`src/rtl/noc_inject_arbiter.sv`:
```
// noc_inject_arbiter: round-robin, packet-atomic arbiter sharing one NoC injection
// port among NUM_REQ local requesters, with a one-deep registered output stage.
module noc_inject_arbiter #(
  parameter int NUM_REQ    = 4,
  parameter int FLIT_WIDTH = 32,
  parameter int IDW        = $clog2(NUM_REQ)
) (
  input  logic                          noc_clk,
  input  logic                          noc_rst,
  input  logic [NUM_REQ-1:0]            req_valid,
  output logic [NUM_REQ-1:0]            req_ready,
  input  logic [NUM_REQ*FLIT_WIDTH-1:0] req_flit,
  input  logic [NUM_REQ-1:0]            req_is_header,
  input  logic [NUM_REQ-1:0]            req_is_tail,
  output logic                          sender_valid,
  input  logic                          sender_ready,
  output logic [FLIT_WIDTH-1:0]         sender_flit,
  output logic                          sender_is_header,
  output logic                          sender_is_tail,
  output logic [IDW-1:0]                grant_id,
  output logic                          busy,
  output logic [NUM_REQ-1:0]            proto_err,
  output logic [15:0]                   pkt_count
);

  typedef enum logic [0:0] {
    ST_IDLE   = 1'b0,
    ST_LOCKED = 1'b1
  } state_e;

  localparam logic [IDW:0] NUM_REQ_W = (IDW+1)'(NUM_REQ);

  state_e                state_q, state_d;
  logic [IDW-1:0]        rr_ptr_q, rr_ptr_d;
  logic [IDW-1:0]        grant_id_q, grant_id_d;
  logic                  sender_valid_q, sender_valid_d;
  logic [FLIT_WIDTH-1:0] sender_flit_q, sender_flit_d;
  logic                  sender_is_header_q, sender_is_header_d;
  logic                  sender_is_tail_q, sender_is_tail_d;
  logic [NUM_REQ-1:0]    proto_err_q, proto_err_d;
  logic [15:0]           pkt_count_q, pkt_count_d;

  logic                  space_s;
  logic [NUM_REQ-1:0]    cand_s;
  logic                  win_found_s;
  logic [IDW-1:0]        win_idx_s;
  logic [IDW-1:0]        scan_idx_s;
  logic                  scan_hit_s;
  logic                  grant_ok_s;
  logic [IDW-1:0]        take_idx_s;
  logic                  take_s;
  logic [FLIT_WIDTH-1:0] take_flit_s;
  logic                  take_hdr_s;
  logic                  take_tail_s;
  logic [NUM_REQ-1:0]    owner_mask_s;

  // Reduce an index in [0, 2*NUM_REQ) back into [0, NUM_REQ).
  function automatic logic [IDW-1:0] wrap_idx(input logic [IDW:0] v);
    return (v >= NUM_REQ_W) ? IDW'(v - NUM_REQ_W) : v[IDW-1:0];
  endfunction

  // Round-robin search for the first header-presenting requester from rr_ptr.
  always_comb begin
    cand_s      = req_valid & req_is_header;
    win_found_s = 1'b0;
    win_idx_s   = '0;
    scan_idx_s  = '0;
    scan_hit_s  = 1'b0;
    for (int k = 0; k < NUM_REQ; k++) begin
      scan_idx_s  = wrap_idx({1'b0, rr_ptr_q} + (IDW+1)'(k));
      scan_hit_s  = ~win_found_s & cand_s[scan_idx_s];
      win_idx_s   = scan_hit_s ? scan_idx_s : win_idx_s;
      win_found_s = win_found_s | scan_hit_s;
    end
  end

  // Ready/take selection: owner while locked, arbitration winner while idle.
  always_comb begin
    space_s    = ~sender_valid_q | sender_ready;
    take_idx_s = (state_q == ST_LOCKED) ? grant_id_q : win_idx_s;
    grant_ok_s = (state_q == ST_LOCKED) | win_found_s;
    req_ready  = '0;
    if (grant_ok_s && space_s && !noc_rst) begin
      req_ready[take_idx_s] = 1'b1;
    end else begin
      req_ready = '0;
    end
    take_s      = |(req_valid & req_ready);
    take_hdr_s  = req_is_header[take_idx_s];
    take_tail_s = req_is_tail[take_idx_s];
    take_flit_s = '0;
    for (int i = 0; i < NUM_REQ; i++) begin
      take_flit_s = (IDW'(i) == take_idx_s) ? req_flit[i*FLIT_WIDTH +: FLIT_WIDTH] : take_flit_s;
    end
  end

  // FSM next state: a header opens a packet unless it is also the tail.
  always_comb begin
    state_d = state_q;
    case (state_q)
      ST_IDLE:   state_d = (take_s && !take_tail_s) ? ST_LOCKED : ST_IDLE;
      ST_LOCKED: state_d = (take_s && take_tail_s) ? ST_IDLE : ST_LOCKED;
      default:   state_d = ST_IDLE;
    endcase
  end

  // FSM output decode.
  always_comb begin
    busy = (state_q == ST_LOCKED);
  end

  // Datapath next state: grant bookkeeping, output stage, error flags, counter.
  always_comb begin
    owner_mask_s = '0;
    if (state_q == ST_LOCKED) begin
      owner_mask_s[grant_id_q] = 1'b1;
    end else begin
      owner_mask_s = '0;
    end

    rr_ptr_d   = rr_ptr_q;
    grant_id_d = grant_id_q;
    if (take_s && (state_q == ST_IDLE)) begin
      grant_id_d = win_idx_s;
      rr_ptr_d   = wrap_idx({1'b0, win_idx_s} + (IDW+1)'(1));
    end else begin
      grant_id_d = grant_id_q;
    end

    sender_flit_d      = sender_flit_q;
    sender_is_header_d = sender_is_header_q;
    sender_is_tail_d   = sender_is_tail_q;
    if (take_s) begin
      sender_valid_d     = 1'b1;
      sender_flit_d      = take_flit_s;
      sender_is_header_d = take_hdr_s;
      sender_is_tail_d   = take_tail_s;
    end else begin
      sender_valid_d = sender_valid_q & ~sender_ready;
    end

    // A non-owner presenting a body flit has lost packet framing; it never gets ready.
    proto_err_d = proto_err_q | (req_valid & ~req_is_header & ~owner_mask_s);
    pkt_count_d = pkt_count_q + {15'd0, sender_valid_q & sender_ready & sender_is_tail_q};
  end

  // FSM state register.
  always_ff @(posedge noc_clk) begin
    if (noc_rst) begin
      state_q <= ST_IDLE;
    end else begin
      state_q <= state_d;
    end
  end

  // Datapath registers.
  always_ff @(posedge noc_clk) begin
    if (noc_rst) begin
      rr_ptr_q           <= '0;
      grant_id_q         <= '0;
      sender_valid_q     <= 1'b0;
      sender_flit_q      <= '0;
      sender_is_header_q <= 1'b0;
      sender_is_tail_q   <= 1'b0;
      proto_err_q        <= '0;
      pkt_count_q        <= 16'd0;
    end else begin
      rr_ptr_q           <= rr_ptr_d;
      grant_id_q         <= grant_id_d;
      sender_valid_q     <= sender_valid_d;
      sender_flit_q      <= sender_flit_d;
      sender_is_header_q <= sender_is_header_d;
      sender_is_tail_q   <= sender_is_tail_d;
      proto_err_q        <= proto_err_d;
      pkt_count_q        <= pkt_count_d;
    end
  end

  assign sender_valid     = sender_valid_q;
  assign sender_flit      = sender_flit_q;
  assign sender_is_header = sender_is_header_q;
  assign sender_is_tail   = sender_is_tail_q;
  assign grant_id         = grant_id_q;
  assign proto_err        = proto_err_q;
  assign pkt_count        = pkt_count_q;

endmodule

```
`config.mk`:
```
export PLATFORM = sky130hd
export DESIGN_NAME = noc_inject_arbiter
export DESIGN_NICKNAME = d
export VERILOG_FILES = /design/src/rtl/noc_inject_arbiter.sv
export SDC_FILE = /design/constraint.sdc
export NUM_CORES = 1
export LEC_CHECK = 0
export ABC_AREA = 1
export CORE_ASPECT_RATIO = 0.8
export CORE_UTILIZATION = 40
export DETAILED_ROUTE_END_ITERATION = 10
export DONT_BUFFER_PORTS = 1
export PLACE_DENSITY_LB_ADDON = 0.12
export SYNTH_ARGS = -nofsm -noshare
export SYNTH_HDL_FRONTEND = slang
export SYNTH_SLANG_ARGS = --single-unit
```
`constraint.sdc`:
```
create_clock -name noc_clk -period 3.7 [get_ports noc_clk]
set_input_delay 0.37 -clock noc_clk [delete_from_list [all_inputs] [get_ports noc_clk]]
set_output_delay 0.37 -clock noc_clk [all_outputs]
set_load 0.005 [all_outputs]
```
# Yosys cells after proc, flatten, opt, wreduce, memory -nomap -nowiden
# Index checks and enable logic that the tools add are counted.
# classes
n_addsub	10
n_lt_le_gt_ge	13
eq_ne	3
mux	36
bitwise	24
n_reduce_logical	11
# op_table
operator	count
2-to-1 mux 32 bit	4
2-to-1 mux 2 bit	10
< comparator 2 x 3 -> 1 bit, second input constant	6
adder 16 x 1 -> 16 bit	1
bitwise AND 4 bit	4
binary-select mux 1 bit (select 2 bit)	6
greater-or-equal comparator 3 bit, second input constant	4
2-to-1 mux 1 bit	11
subtractor 2 x 1 -> 2 bit, second input constant	5
2-to-1 mux 4 bit	2
inverter 4 bit	2
logical AND 1 bit	7
adder 2 x 1 -> 3 bit, second input constant	2
adder 2 x 2 -> 3 bit, second input constant	2
bitwise AND 1 bit	6
inverter 1 bit	6
bitwise OR 1 bit	5
demux 1 bit (select 2 bit)	2
== test 2 bit, first input constant	2
greater-or-equal comparator 2 x 1 -> 1 bit, second input constant	2
bitwise OR 4 bit	1
OR reduction 4 bit	1
greater-or-equal comparator 2 x 3 -> 1 bit, second input constant	1
== test 1 x 2 -> 1 bit, first input constant	1
3 further kinds	4
# totals
ff_bits	60
input_bits	143
output_inout_bits	62
elab_cells	106

# Depth between registers and ports, before layout
# Gate-level depths: netlist (run 1).
# depth
word_depth	24
depth_mapped	18
mapped_depth_nobuf	17

# Worst setup path before layout (run 1)
# No wires, ideal clock.
# synth_timing
kind	in2reg
startpoint	in sender_ready
endpoint	reg pkt_count_q[14] (netlist: pkt_count[14])
setup_ns	0.070
arrival_ns	1.983
required_time_ns	3.630
slack_ns	1.648
cell_stages	14
n_path_buf	0
cell_sequence	inv_1 nor2_1 ha_1 ha_1 nand2_1 nor3b_1 nand2_1 nor2_1 nand2_1 nor2_1 nand4_1 nor2_1 o21ai_0 a21oi_1
# synth_between
elab_chain_len	3
# synth_lines
item	line_no	source
start, declared	16	input logic sender_ready,
bitwise AND 1 bit (2 in a row)	144	pkt_count_d = pkt_count_q + {15'd0, sender_valid_q & sender_ready & sender_is_tail_q};
adder 16 x 1 -> 16 bit	144	
end signal, assigned	175	pkt_count_q <= pkt_count_d;
end, declared	41	logic [15:0] pkt_count_q, pkt_count_d;
# Every way passes these cells.
# A chain may end at the register's enable or synchronous reset.

# Worst setup path after layout (run 1)
# layout_timing
startpoint	reg rr_ptr_q[0]
endpoint	out req_ready[3]
# layout_between
elab_chain_len	19
elab_cells_between_ends	46
# layout_lines
item	line_no	source
start, declared	34	logic [IDW-1:0] rr_ptr_q, rr_ptr_d;
start signal, assigned	168	rr_ptr_q <= rr_ptr_d;
adder 2 x 1 -> 3 bit, or another cell as far along	70	scan_idx_s = wrap_idx({1'b0, rr_ptr_q} + (IDW+1)'(k));
greater-or-equal comparator 3 bit, or another cell as far along	59	return (v >= NUM_REQ_W) ? IDW'(v - NUM_REQ_W) : v[IDW-1:0];
2-to-1 mux 2 bit / binary-select mux 1 bit (select 2 bit) (equally long branches)	59, 71	
binary-select mux 1 bit (select 2 bit) / 2-to-1 mux 1 bit (equally long branches)	71	scan_hit_s = ~win_found_s & cand_s[scan_idx_s];
2-to-1 mux 1 bit (not written as such) / inverter 1 bit (equally long branches)	71	
bitwise AND 1 bit	71	
bitwise OR 1 bit	73	win_found_s = win_found_s | scan_hit_s;
inverter 1 bit	71	
[... 3 more ...]	-	
bitwise AND 1 bit	71	
2-to-1 mux 2 bit	72	win_idx_s = scan_hit_s ? scan_idx_s : win_idx_s;
2-to-1 mux 2 bit	80	take_idx_s = (state_q == ST_LOCKED) ? grant_id_q : win_idx_s;
< comparator 2 x 3 -> 1 bit (not written as such) / greater-or-equal comparator 2 x 1 -> 1 bit (equally long branches)	84	req_ready[take_idx_s] = 1'b1;
logical AND 1 bit (not written as such)	84	
2-to-1 mux 1 bit (not written as such)	84	
demux 1 bit (select 2 bit)	84	
2-to-1 mux 4 bit (*)	83	if (grant_ok_s && space_s && !noc_rst) begin
end, declared	11	output logic [NUM_REQ-1:0] req_ready,
# Mark *: on every way between the ends. The rest lies on a longest branch, timed or not. The select of a mux whose other input is x is not followed.

==> results of run 1 <==
worst max-delay path by stage:
stage,from,to,slack [ps],depth (start not counted)
floorplan,sender_ready,pkt_count[14]$_SDFF_PP0_,1650,14
global placement,rr_ptr_q[0]$_SDFFE_PP0P_,rr_ptr_q[0]$_SDFFE_PP0P_,830,15
detailed placement,rr_ptr_q[0]$_SDFFE_PP0P_,sender_flit[23]$_SDFFE_PP0P_,800,17
CTS,rr_ptr_q[0]$_SDFFE_PP0P_,req_ready[3],510,10
global route,rr_ptr_q[0]$_SDFFE_PP0P_,req_ready[3],260,10
finish,rr_ptr_q[0]$_SDFFE_PP0P_,req_ready[3],530,10
layout make-up:
cell class | instances | area (µm²) | area share (%)
clock inverter | 3 | 90.09 | 2.178
timing repair buffer | 1 | 7.507 | 0.1815
clock buffer | 13 | 280.3 | 6.776
multi-input combinational | 453 | 2288 | 55.32
tap | 115 | 143.9 | 3.479
sequential | 60 | 1201 | 29.04
inverter | 32 | 125.1 | 3.025
state kept, by name, summed over array words and instances (netlist names), named ones only:
name / cells
sender_flit: 32
sender_valid: 1
grant_id: 2
proto_err: 4
rr_ptr_q: 2
pkt_count: 16
sender_is_header: 1
sender_is_tail: 1
cell families after synthesis:
kind of cell               synth area share, %
xor gates and xnor gates                0.4597
DFF                                      31.52
and+or+nand+nor                          46.91
buffers and inverters                    8.437
AOI/OAI and AO/OA                        12.02
adders and majority gates               0.6565
through the flow:
step	cell area (µm²)	hold slack, ps	utilization [%]	power (mW)	setup slack (ps)
2_1_floorplan	3811	446.6	-	2.655	1648
3_3_place_gp	3766	439.8	41.14	2.858	826.6
3_5_place_dp	3766	441.5	41.14	2.884	801.5
4_1_cts	4136	97.58	45.19	3.915	511.6
5_1_grt	4136	89.07	45.19	4.179	259.7
6_report	4136	105.6	45.19	3.868	533.9
layout by cell type, fill, tap and decap left out, drive strengths merged, types with 8 or more instances in the layout:
cell type	Yosys	routed
nand4	34	34
dfxtp	60	60
nand3	24	24
nand2	264	264
nor2	49	49
nor3	8	8
a21oi	49	49
clkbuf	4	13
inv	32	32
o21ai	12	12
critical path, cell delays in order, from the launching register on:
cell	delay, ps
dfxtp_1	550
inv_2	170
nand3_1	140
nand2_2	110
nor2_2	160
nand3_1	130
nand4_1	140
nand2_2	150
nor2_4	640
inv_1	130
nor2_1	160
Yosys cell counts (3+ instances only):
library cell  number  area, µm²
inv_2              3      11.26
a21oi_1           20      100.1
buf_4              3      22.52
o21a_1             3      22.52
nor2_1            43      161.4
a21oi_2           29      254.0
inv_1             27      101.4
buf_2             13      65.06
nand3_2            4      40.04
nand3_1           20      100.1
nor3_1             8      40.04
buf_12             3      60.06
dfxtp_1           60       1201
nand4_1           34      212.7
o21ai_1            4      20.02
clkbuf_1           4      15.01
o21ai_0            8      40.04
nor2_4             4      45.04
nand2_1          219      822.0
nand2_2           39      244.0
nand2_4            5      56.30
power by group:
part	switching [mW]	leakage [nW]	internal, mW
Combinational	1.22	0.934	0.570
Sequential	0.208	0.488	0.849
Clock	0.290	0.182	0.731
per-layer routing:
| metal | vias up | global-route usage (%) | wire length, µm |
|---|---|---|---|
| met5 | - | 0 | 0 |
| met4 | 0 | 7.494 | 191 |
| li1 | 1818 | - | - |
| met3 | 15 | 4.610 | 573 |
| met2 | 122 | 33.56 | 4742 |
| met1 | 1610 | 24.93 | 4759 |
==> impl_metrics.xml, run 1 <==
<?xml version="1.0" encoding="UTF-8"?>
<metrics>
  <group name="job">
    <metric name="max_cap_violations" unit="">0</metric>
  </group>
  <group name="cells_and_area">
    <metric name="syn_to_final_growth" unit="%">8.536</metric>
    <metric name="finalNetCount" unit="">702</metric>
    <metric name="inserted_diodes" unit="">0</metric>
    <metric name="final_layout_size_suffix_gt1_share" unit="%">19.22</metric>
    <metric name="count_of_fill_cells_added_during_filler_insertion" unit="">986</metric>
    <metric name="final-instance-count-excl-fill" unit="">677</metric>
  </group>
  <group name="sta">
    <metric name="slew_violations" unit="">0</metric>
    <metric name="timing_hold_violations_final" unit="">0</metric>
    <metric name="clock_skew" unit="ps">5.094</metric>
    <metric name="maxClockFrequency" unit="GHz">0.3158</metric>
    <metric name="final.setup.tns" unit="ps">0</metric>
    <metric name="timing.final.crit_period" unit="ps">3166</metric>
    <metric name="timing.final.crit_share" unit="%">85.57</metric>
    <metric name="headroom_to_the_max_slew_limit" unit="%">47.32</metric>
    <metric name="worstMarginPinSlew" unit="ps">788.3</metric>
    <metric name="grt_setup_unrepaired" unit="">false</metric>
    <metric name="report.final.setup_viol" unit="">0</metric>
  </group>
  <group name="worst_setup_path">
    <metric name="worstPathRequired" unit="ps">3330</metric>
    <metric name="worstRegToRegCells" unit="">15</metric>
    <metric name="startpoint_class" unit="">flop</metric>
    <metric name="rrSetupSlack" unit="ps">790</metric>
    <metric name="critical_path.reg2reg.startpoint" unit="">rr_ptr_q[0]$_SDFFE_PP0P_</metric>
    <metric name="path_max_fanout" unit="">34</metric>
    <metric name="reg2reg_to" unit="">sender_flit[20]$_SDFFE_PP0P_</metric>
    <metric name="criticalPathCategory" unit="">flop to output port</metric>
    <metric name="timing.critical_path.arrival" unit="ps">2800</metric>
    <metric name="critical_path.endpoint_type" unit="">output port</metric>
  </group>
  <group name="die">
    <metric name="die_y" unit="µm">89.31</metric>
    <metric name="fp.dieArea" unit="µm²">9924</metric>
    <metric name="row_count" unit="">31</metric>
    <metric name="top_level_ports" unit="">205</metric>
    <metric name="horiz_die_dim" unit="µm">111.1</metric>
    <metric name="core-area" unit="µm²">9154</metric>
    <metric name="initial_core_util" unit="%">41.63</metric>
  </group>
  <group name="synth">
    <metric name="syn_avg_cell_area" unit="µm²">6.663</metric>
    <metric name="synth-async-reset-ratio" unit="%">0</metric>
    <metric name="synth-seq-cells" unit="">60</metric>
    <metric name="main_flop_type_after_synthesis" unit="">dfxtp_1</metric>
    <metric name="synth_cell_types" unit="">34</metric>
    <metric name="yosysWarningCount" unit="">0</metric>
    <metric name="synthCells" unit="">572</metric>
    <metric name="syn_nets" unit="">717</metric>
    <metric name="syn_area" unit="µm²">3811</metric>
    <metric name="synth.yosys.seq_area_share" unit="%">31.52</metric>
    <metric name="synth_edf_count" unit="">0</metric>
  </group>
  <group name="detailed_routing">
    <metric name="drt_first_pass_iters" unit="">7</metric>
    <metric name="wire_per_inst" unit="µm">15.16</metric>
    <metric name="detailroute.via_count" unit="">3565</metric>
    <metric name="final_antenna_net_count" unit="">0</metric>
    <metric name="detailedRoute.firstIterationViolations" unit="">149</metric>
    <metric name="vias_per_cell" unit="">5.266</metric>
    <metric name="wirelength" unit="µm">10270</metric>
    <metric name="drcViolationCount" unit="">12</metric>
  </group>
  <group name="global_route">
    <metric name="grt_overflow" unit="">0</metric>
    <metric name="gr-usage-all-layers" unit="%">19.78</metric>
    <metric name="global_route_wire_length_before_repair" unit="µm">15280</metric>
    <metric name="grt_antenna_before_repair" unit="">0</metric>
    <metric name="grt_start_max_net_pins" unit="">42</metric>
    <metric name="grt_pass1_vias" unit="">3102</metric>
  </group>
  <group name="placed_design">
    <metric name="gp_routability_congestion" unit="">0.8433</metric>
    <metric name="portBuffers" unit="">0</metric>
    <metric name="place.detailed.hpwl" unit="µm">7499</metric>
    <metric name="inst_count_dp" unit="">661</metric>
  </group>
  <group name="clock_network">
    <metric name="htree_num_levels" unit="">3</metric>
    <metric name="postCtsSetupBuffers" unit="">0</metric>
    <metric name="cts_resized" unit="">0</metric>
    <metric name="clock_latency_on_the_worst_skew_pair" unit="ps">320</metric>
    <metric name="numCtsBuffers" unit="">9</metric>
    <metric name="numClockSinks" unit="">60</metric>
    <metric name="holdBufCountCts" unit="">0</metric>
    <metric name="root_buffer" unit="">clkbuf_16</metric>
    <metric name="cts_tree" unit="">done</metric>
    <metric name="worst_setup_hold_path_clk_slew" unit="ps">50</metric>
    <metric name="ctsLongestPathBuffers" unit="">2</metric>
  </group>
  <group name="run_status">
    <metric name="result_of_the_run" unit="">complete, but fails checks</metric>
    <metric name="violations_in_the_final_reports" unit="">design-rule violations</metric>
  </group>
  <group name="worst_hold_path">
    <metric name="holdCritStartpoint" unit="">noc_rst</metric>
    <metric name="min-delay-path-class" unit="">primary input to flop</metric>
    <metric name="min_to" unit="">sender_flit[9]$_SDFFE_PP0P_</metric>
    <metric name="holdPathStages" unit="">1</metric>
  </group>
  <group name="power">
    <metric name="power_density" unit="nW/µm²">935.2</metric>
    <metric name="ir_drop" unit="µV">424.3</metric>
    <metric name="static-leakage-power" unit="nW">1.604</metric>
  </group>
</metrics>
Note: power is estimated with default switching activity, not from simulation.
==> inputs of run 2 (changes only) <==
Settings changed: PLACE_DENSITY_LB_ADDON 0.12 to default.
==> impl_metrics.xml, run 2 (same netlist as run 1, synthesis figures left out) <==
<?xml version="1.0" encoding="UTF-8"?>
<metrics>
  <group name="run_status">
    <metric name="result_of_the_run" unit="">complete, but fails checks</metric>
    <metric name="violations_in_the_final_reports" unit="">design-rule violations</metric>
  </group>
  <group name="detailed_routing">
    <metric name="drt_first_pass_iters" unit="">11</metric>
    <metric name="drcViolationCount" unit="">16</metric>
    <metric name="final_antenna_net_count" unit="">0</metric>
    <metric name="detailroute.wirelength.met3" unit="µm">848</metric>
    <metric name="dr.max_layer_used" unit="">met4</metric>
    <metric name="detailroute.via_count" unit="">3610</metric>
    <metric name="wire_per_inst" unit="µm">15.13</metric>
    <metric name="wirelength" unit="µm">10240</metric>
    <metric name="vias_per_cell" unit="">5.332</metric>
    <metric name="route.met2.wl" unit="µm">4890</metric>
    <metric name="wl_met1" unit="µm">4408</metric>
    <metric name="detailedRoute.firstIterationViolations" unit="">172</metric>
  </group>
  <group name="clock_network">
    <metric name="worst_setup_hold_path_clk_slew" unit="ps">50</metric>
    <metric name="numCtsBuffers" unit="">9</metric>
    <metric name="root_buffer" unit="">clkbuf_16</metric>
    <metric name="ctsLongestPathBuffers" unit="">2</metric>
    <metric name="htree_num_levels" unit="">3</metric>
    <metric name="cts_resized" unit="">0</metric>
    <metric name="clock_latency_on_the_worst_skew_pair" unit="ps">320</metric>
    <metric name="numClockSinks" unit="">60</metric>
    <metric name="cts_tree" unit="">done</metric>
    <metric name="postCtsSetupBuffers" unit="">0</metric>
    <metric name="holdBufCountCts" unit="">0</metric>
  </group>
  <group name="cells_and_area">
    <metric name="syn_to_final_growth" unit="%">6.303</metric>
    <metric name="final-instance-count-excl-fill" unit="">677</metric>
    <metric name="final_layout_size_suffix_gt1_share" unit="%">19.22</metric>
    <metric name="largest_reg_flops" unit="">32</metric>
    <metric name="finish.utilization" unit="%">44.26</metric>
    <metric name="layout_commonest_cell" unit="">nand2_1</metric>
    <metric name="count_of_fill_cells_added_during_filler_insertion" unit="">940</metric>
    <metric name="layout.cells.most_common_list" unit="">nand2_1, dfxtp_1, nor2_1, nand2_2, nand4_1</metric>
    <metric name="inserted_diodes" unit="">0</metric>
    <metric name="finalNetCount" unit="">703</metric>
  </group>
  <group name="worst_setup_path">
    <metric name="worstPathRequired" unit="ps">3330</metric>
    <metric name="startpoint_class" unit="">flop</metric>
    <metric name="path_max_fanout" unit="">30</metric>
    <metric name="timing.critical_path.arrival" unit="ps">2720</metric>
    <metric name="critical_path.endpoint_type" unit="">output port</metric>
    <metric name="criticalPathCategory" unit="">flop to output port</metric>
  </group>
  <group name="worst_hold_path">
    <metric name="min-delay-path-class" unit="">primary input to flop</metric>
  </group>
  <group name="power">
    <metric name="power_density" unit="nW/µm²">894.5</metric>
    <metric name="static-leakage-power" unit="nW">1.561</metric>
    <metric name="total_power" unit="mW">3.624</metric>
    <metric name="ir_drop" unit="µV">339.7</metric>
  </group>
  <group name="global_route">
    <metric name="grt_start_max_net_pins" unit="">42</metric>
    <metric name="grt_antenna_before_repair" unit="">0</metric>
    <metric name="grt_pass1_vias" unit="">3083</metric>
    <metric name="global_route_wire_length_before_repair" unit="µm">15430</metric>
    <metric name="grt_overflow" unit="">0</metric>
    <metric name="gr-usage-all-layers" unit="%">20.05</metric>
  </group>
  <group name="placed_design">
    <metric name="inst_count_dp" unit="">662</metric>
    <metric name="portBuffers" unit="">0</metric>
    <metric name="place.detailed.hpwl" unit="µm">7430</metric>
    <metric name="gp_routability_congestion" unit="">0.8552</metric>
  </group>
  <group name="sta">
    <metric name="timing.final.crit_period" unit="ps">3092</metric>
    <metric name="worstMarginPinSlew" unit="ps">818.4</metric>
    <metric name="timing.final.crit_share" unit="%">83.58</metric>
    <metric name="timing_hold_violations_final" unit="">0</metric>
    <metric name="clock_skew" unit="ps">3.592</metric>
    <metric name="final.hold.worst_slack" unit="ps">107.5</metric>
    <metric name="report.final.setup_viol" unit="">0</metric>
    <metric name="maxClockFrequency" unit="GHz">0.3234</metric>
    <metric name="slew_violations" unit="">0</metric>
    <metric name="final.setup.tns" unit="ps">0</metric>
    <metric name="grt_setup_unrepaired" unit="">false</metric>
    <metric name="headroom_to_the_max_slew_limit" unit="%">45.31</metric>
  </group>
  <group name="die">
    <metric name="horiz_die_dim" unit="µm">111.1</metric>
    <metric name="core-area" unit="µm²">9154</metric>
    <metric name="top_level_ports" unit="">205</metric>
    <metric name="row_count" unit="">31</metric>
    <metric name="fp.dieArea" unit="µm²">9924</metric>
    <metric name="initial_core_util" unit="%">41.63</metric>
    <metric name="die_y" unit="µm">89.31</metric>
  </group>
  <group name="job">
    <metric name="max_cap_violations" unit="">0</metric>
  </group>
</metrics>
-- run 2: cell types whose count changed in the layout (fill, tap and decap cells not counted) --
cell,change
bufinv_16,-3
clkbuf_8,-2
clkinv_2,+2
clkinvlp_4,+2
buf_4,+1
-- run 2: worst paths after layout --
path / end / depth (start not counted) / startpoint / slack (ps)
worst min-delay path: sender_flit[9]$_SDFFE_PP0P_ / 1 / noc_rst / 110
worst max-delay path: req_ready[3] / 12 / rr_ptr_q[0]$_SDFFE_PP0P_ / 610
worst min register to register: proto_err[2]$_SDFF_PP0_ / 2 / proto_err[2]$_SDFF_PP0_ / 470
worst max register to register: sender_flit[26]$_SDFFE_PP0P_ / 15 / rr_ptr_q[0]$_SDFFE_PP0P_ / 840
-- run 2: area by class of cell --
class | count | area (µm²) | area share (%)
clock buffer | 11 | 252.7 | 6.238
clock inverter | 4 | 25.02 | 0.6177
inverter | 32 | 125.1 | 3.088
multi-input combinational | 453 | 2288 | 56.49
sequential | 60 | 1201 | 29.65
tap | 115 | 143.9 | 3.552
timing repair buffer | 2 | 15.01 | 0.3706
-- run 2: where the power goes --
group / internal (mW) / switching, mW
registers: 0.849 / 0.200
logic: 0.575 / 1.23
clock network: 0.483 / 0.289
-- run 2: stage by stage --
stage                     setup WS, ps  cell area [µm²]
after floorplan                   1648             3811
after global placement           948.6             3774
after detailed placement         843.5             3774
after CTS                        620.3             4051
after global routing             324.3             4051
final                            607.7             4051
-- run 2: routing by layer --
| layer | vias up | track usage (%) |
|---|---|---|
| li1 | 1816 | - |
| met5 | - | 0 |
| met3 | 9 | 5.627 |
| met1 | 1621 | 24.49 |
| met4 | 0 | 6.757 |
| met2 | 164 | 34.65 |
-- run 2: critical path, stage by stage, from the launching register on --
cell and delay (ps):
dfxtp_1 550, inv_2 160, nand3_1 140, nand2_2 90
nor2_2 160, nand3_1 110, nand2_2 100, nand2_2 70
nand2_2 80, nand2_4 80, nor2_4 570, inv_1 130
nor2_1 160
==> inputs of run 3 (changes only) <==
Clock period 3.7 ns to 2.8 ns, I/O delays scaled along.
==> impl_metrics.xml, run 3 (same netlist as run 1, synthesis figures left out) <==
<?xml version="1.0" encoding="UTF-8"?>
<metrics>
  <group name="die">
    <metric name="horiz_die_dim" unit="µm">111.1</metric>
    <metric name="top_level_ports" unit="">205</metric>
    <metric name="row_count" unit="">31</metric>
    <metric name="fp.dieArea" unit="µm²">9924</metric>
    <metric name="initial_core_util" unit="%">41.63</metric>
    <metric name="die_y" unit="µm">89.31</metric>
    <metric name="core-area" unit="µm²">9154</metric>
  </group>
  <group name="detailed_routing">
    <metric name="vias_per_cell" unit="">5.323</metric>
    <metric name="detailroute.via_count" unit="">3678</metric>
    <metric name="detailedRoute.firstIterationViolations" unit="">143</metric>
    <metric name="drcViolationCount" unit="">16</metric>
    <metric name="wirelength" unit="µm">10870</metric>
    <metric name="route.met2.wl" unit="µm">5400</metric>
    <metric name="drt_first_pass_iters" unit="">8</metric>
    <metric name="dr.max_layer_used" unit="">met4</metric>
    <metric name="wl_met1" unit="µm">4554</metric>
    <metric name="wire_per_inst" unit="µm">15.73</metric>
    <metric name="final_antenna_net_count" unit="">0</metric>
    <metric name="detailroute.wirelength.met3" unit="µm">755</metric>
  </group>
  <group name="global_route">
    <metric name="gr-usage-all-layers" unit="%">20.64</metric>
    <metric name="grt_overflow" unit="">0</metric>
    <metric name="grt_start_max_net_pins" unit="">42</metric>
    <metric name="global_route_wire_length_before_repair" unit="µm">15820</metric>
    <metric name="grt_pass1_vias" unit="">3160</metric>
    <metric name="grt_antenna_before_repair" unit="">0</metric>
  </group>
  <group name="sta">
    <metric name="grt_setup_unrepaired" unit="">false</metric>
    <metric name="clock_skew" unit="ps">7.622</metric>
    <metric name="final.setup.tns" unit="ps">0</metric>
    <metric name="timing_hold_violations_final" unit="">0</metric>
    <metric name="slew_violations" unit="">0</metric>
    <metric name="maxClockFrequency" unit="GHz">0.3912</metric>
    <metric name="worstMarginPinSlew" unit="ps">549.8</metric>
    <metric name="report.final.setup_viol" unit="">0</metric>
    <metric name="headroom_to_the_max_slew_limit" unit="%">63.22</metric>
    <metric name="layout_setup_ws" unit="ps">243.6</metric>
    <metric name="timing.final.crit_period" unit="ps">2556</metric>
    <metric name="timing.final.crit_share" unit="%">91.30</metric>
  </group>
  <group name="power">
    <metric name="switching_power" unit="mW">2.331</metric>
    <metric name="combPwrFrac" unit="%">52.3</metric>
    <metric name="total_power" unit="mW">5.020</metric>
    <metric name="power_density" unit="nW/µm²">1194</metric>
    <metric name="switching_share" unit="%">46.43</metric>
    <metric name="seq_power_share" unit="%">27.3</metric>
    <metric name="static-leakage-power" unit="nW">1.640</metric>
    <metric name="ir_drop" unit="µV">452.8</metric>
    <metric name="intPower" unit="mW">2.689</metric>
    <metric name="clkPwrFrac" unit="%">20.4</metric>
  </group>
  <group name="placed_design">
    <metric name="place_ws" unit="ps">234.2</metric>
    <metric name="place.detailed.hpwl" unit="µm">7996</metric>
    <metric name="portBuffers" unit="">0</metric>
    <metric name="gp_routability_congestion" unit="">0.8721</metric>
    <metric name="detailed_place.area" unit="µm²">3859</metric>
  </group>
  <group name="worst_setup_path">
    <metric name="startpoint_class" unit="">flop</metric>
    <metric name="cp_slowest_stage_delay" unit="ps">450</metric>
    <metric name="criticalPathCategory" unit="">flop to output port</metric>
    <metric name="timing.critical_path.max_delay_family" unit="">simple AND/OR/NAND/NOR gates</metric>
    <metric name="bufs_and_invs_on_worst_path" unit="">3</metric>
    <metric name="slowest_stage" unit="">dfxtp_2</metric>
    <metric name="critical_path.endpoint_type" unit="">output port</metric>
    <metric name="worstPathCellList" unit="">inv_2 &gt; nand3_1 &gt; nand2_2 &gt; nor2_2 &gt; nand3_1 &gt; nand4_1 &gt; nand2_2 &gt; nor2_8 &gt; buf_4 &gt; inv_1 &gt; nor2_1</metric>
    <metric name="timing.critical_path.arrival" unit="ps">2280</metric>
    <metric name="worstPathRequired" unit="ps">2520</metric>
    <metric name="path_max_fanout" unit="">18</metric>
  </group>
  <group name="cells_and_area">
    <metric name="largest_reg_flops" unit="">32</metric>
    <metric name="final_cell_area" unit="µm²">4203</metric>
    <metric name="syn_to_final_growth" unit="%">10.28</metric>
    <metric name="finalNetCount" unit="">717</metric>
    <metric name="final_layout_size_suffix_gt1_share" unit="%">20.83</metric>
    <metric name="count_of_fill_cells_added_during_filler_insertion" unit="">997</metric>
    <metric name="layout_commonest_cell" unit="">nand2_1</metric>
    <metric name="inserted_diodes" unit="">0</metric>
    <metric name="layout.cells.most_common_list" unit="">nand2_1, dfxtp_1, nor2_1, nand2_2, nand4_1</metric>
  </group>
  <group name="clock_network">
    <metric name="htree_num_levels" unit="">3</metric>
    <metric name="numCtsBuffers" unit="">9</metric>
    <metric name="ctsLongestPathBuffers" unit="">2</metric>
    <metric name="root_buffer" unit="">clkbuf_16</metric>
    <metric name="cts_tree" unit="">done</metric>
    <metric name="clock_latency_on_the_worst_skew_pair" unit="ps">330</metric>
    <metric name="worst_setup_hold_path_clk_slew" unit="ps">50</metric>
    <metric name="numClockSinks" unit="">60</metric>
  </group>
  <group name="run_status">
    <metric name="violations_in_the_final_reports" unit="">design-rule violations</metric>
    <metric name="result_of_the_run" unit="">complete, but fails checks</metric>
  </group>
  <group name="worst_hold_path">
    <metric name="min-delay-path-class" unit="">primary input to flop</metric>
  </group>
  <group name="job">
    <metric name="max_cap_violations" unit="">0</metric>
  </group>
</metrics>
run 3: path summary, 6_finish.rpt:
| path | depth (start not counted) | to | from | slack (ps) |
|---|---|---|---|---|
| hold reg to reg | 2 | proto_err[2]$_SDFF_PP0_ | proto_err[2]$_SDFF_PP0_ | 470 |
| setup reg to reg | 15 | sender_flit[26]$_SDFFE_PP0P_ | rr_ptr_q[0]$_SDFFE_PP0P_ | 370 |
| hold / removal | 1 | sender_flit[11]$_SDFFE_PP0P_ | noc_rst | 20 |
| setup / recovery | 11 | req_ready[2] | rr_ptr_q[0]$_SDFFE_PP0P_ | 240 |
run 3: final cells by class:
class | count | area (µm²) | share of cell area (%)
tap | 115 | 143.9 | 3.424
clock buffer | 11 | 252.7 | 6.014
sequential | 60 | 1202 | 28.61
inverter | 32 | 125.1 | 2.977
multi-input combinational | 453 | 2288 | 54.45
clock inverter | 4 | 25.02 | 0.5954
timing repair buffer | 16 | 165.2 | 3.930
run 3: power groups by stage:
| stage | Sequential, mW | Clock (mW) | Combinational, mW |
|---|---|---|---|
| after CTS | 1.37 | 1.05 | 2.60 |
| after global routing | 1.40 | 1.09 | 2.94 |
| after floorplan | 1.30 | 0 | 2.21 |
| after global placement | 1.39 | 0 | 2.55 |
| after detailed placement | 1.39 | 0 | 2.60 |
| final | 1.37 | 1.02 | 2.63 |
run 3: metal layers:
layer | vias up | global-route usage (%)
li1 | 1846 | -
met1 | 1675 | 24.43
met2 | 142 | 36.54
met3 | 15 | 5.831
met4 | 0 | 7.371
met5 | - | 0
run 3: metrics by stage:
stage          util, %  std cells  hold slack (ps)
2_1_floorplan        -        572            438.3
3_3_place_gp     42.15        670            350.3
3_5_place_dp     42.15        670            349.5
4_1_cts          45.19        685           0.8099
5_1_grt          45.91        691            1.095
6_report         45.91        691            18.96
run 3: repair_timing:
action                     CTS  global route
hold endpoints to repair     0             2
hold buffers                 0             3
resized for setup            0             1
setup buffers                0             3
setup endpoints to repair    0             5
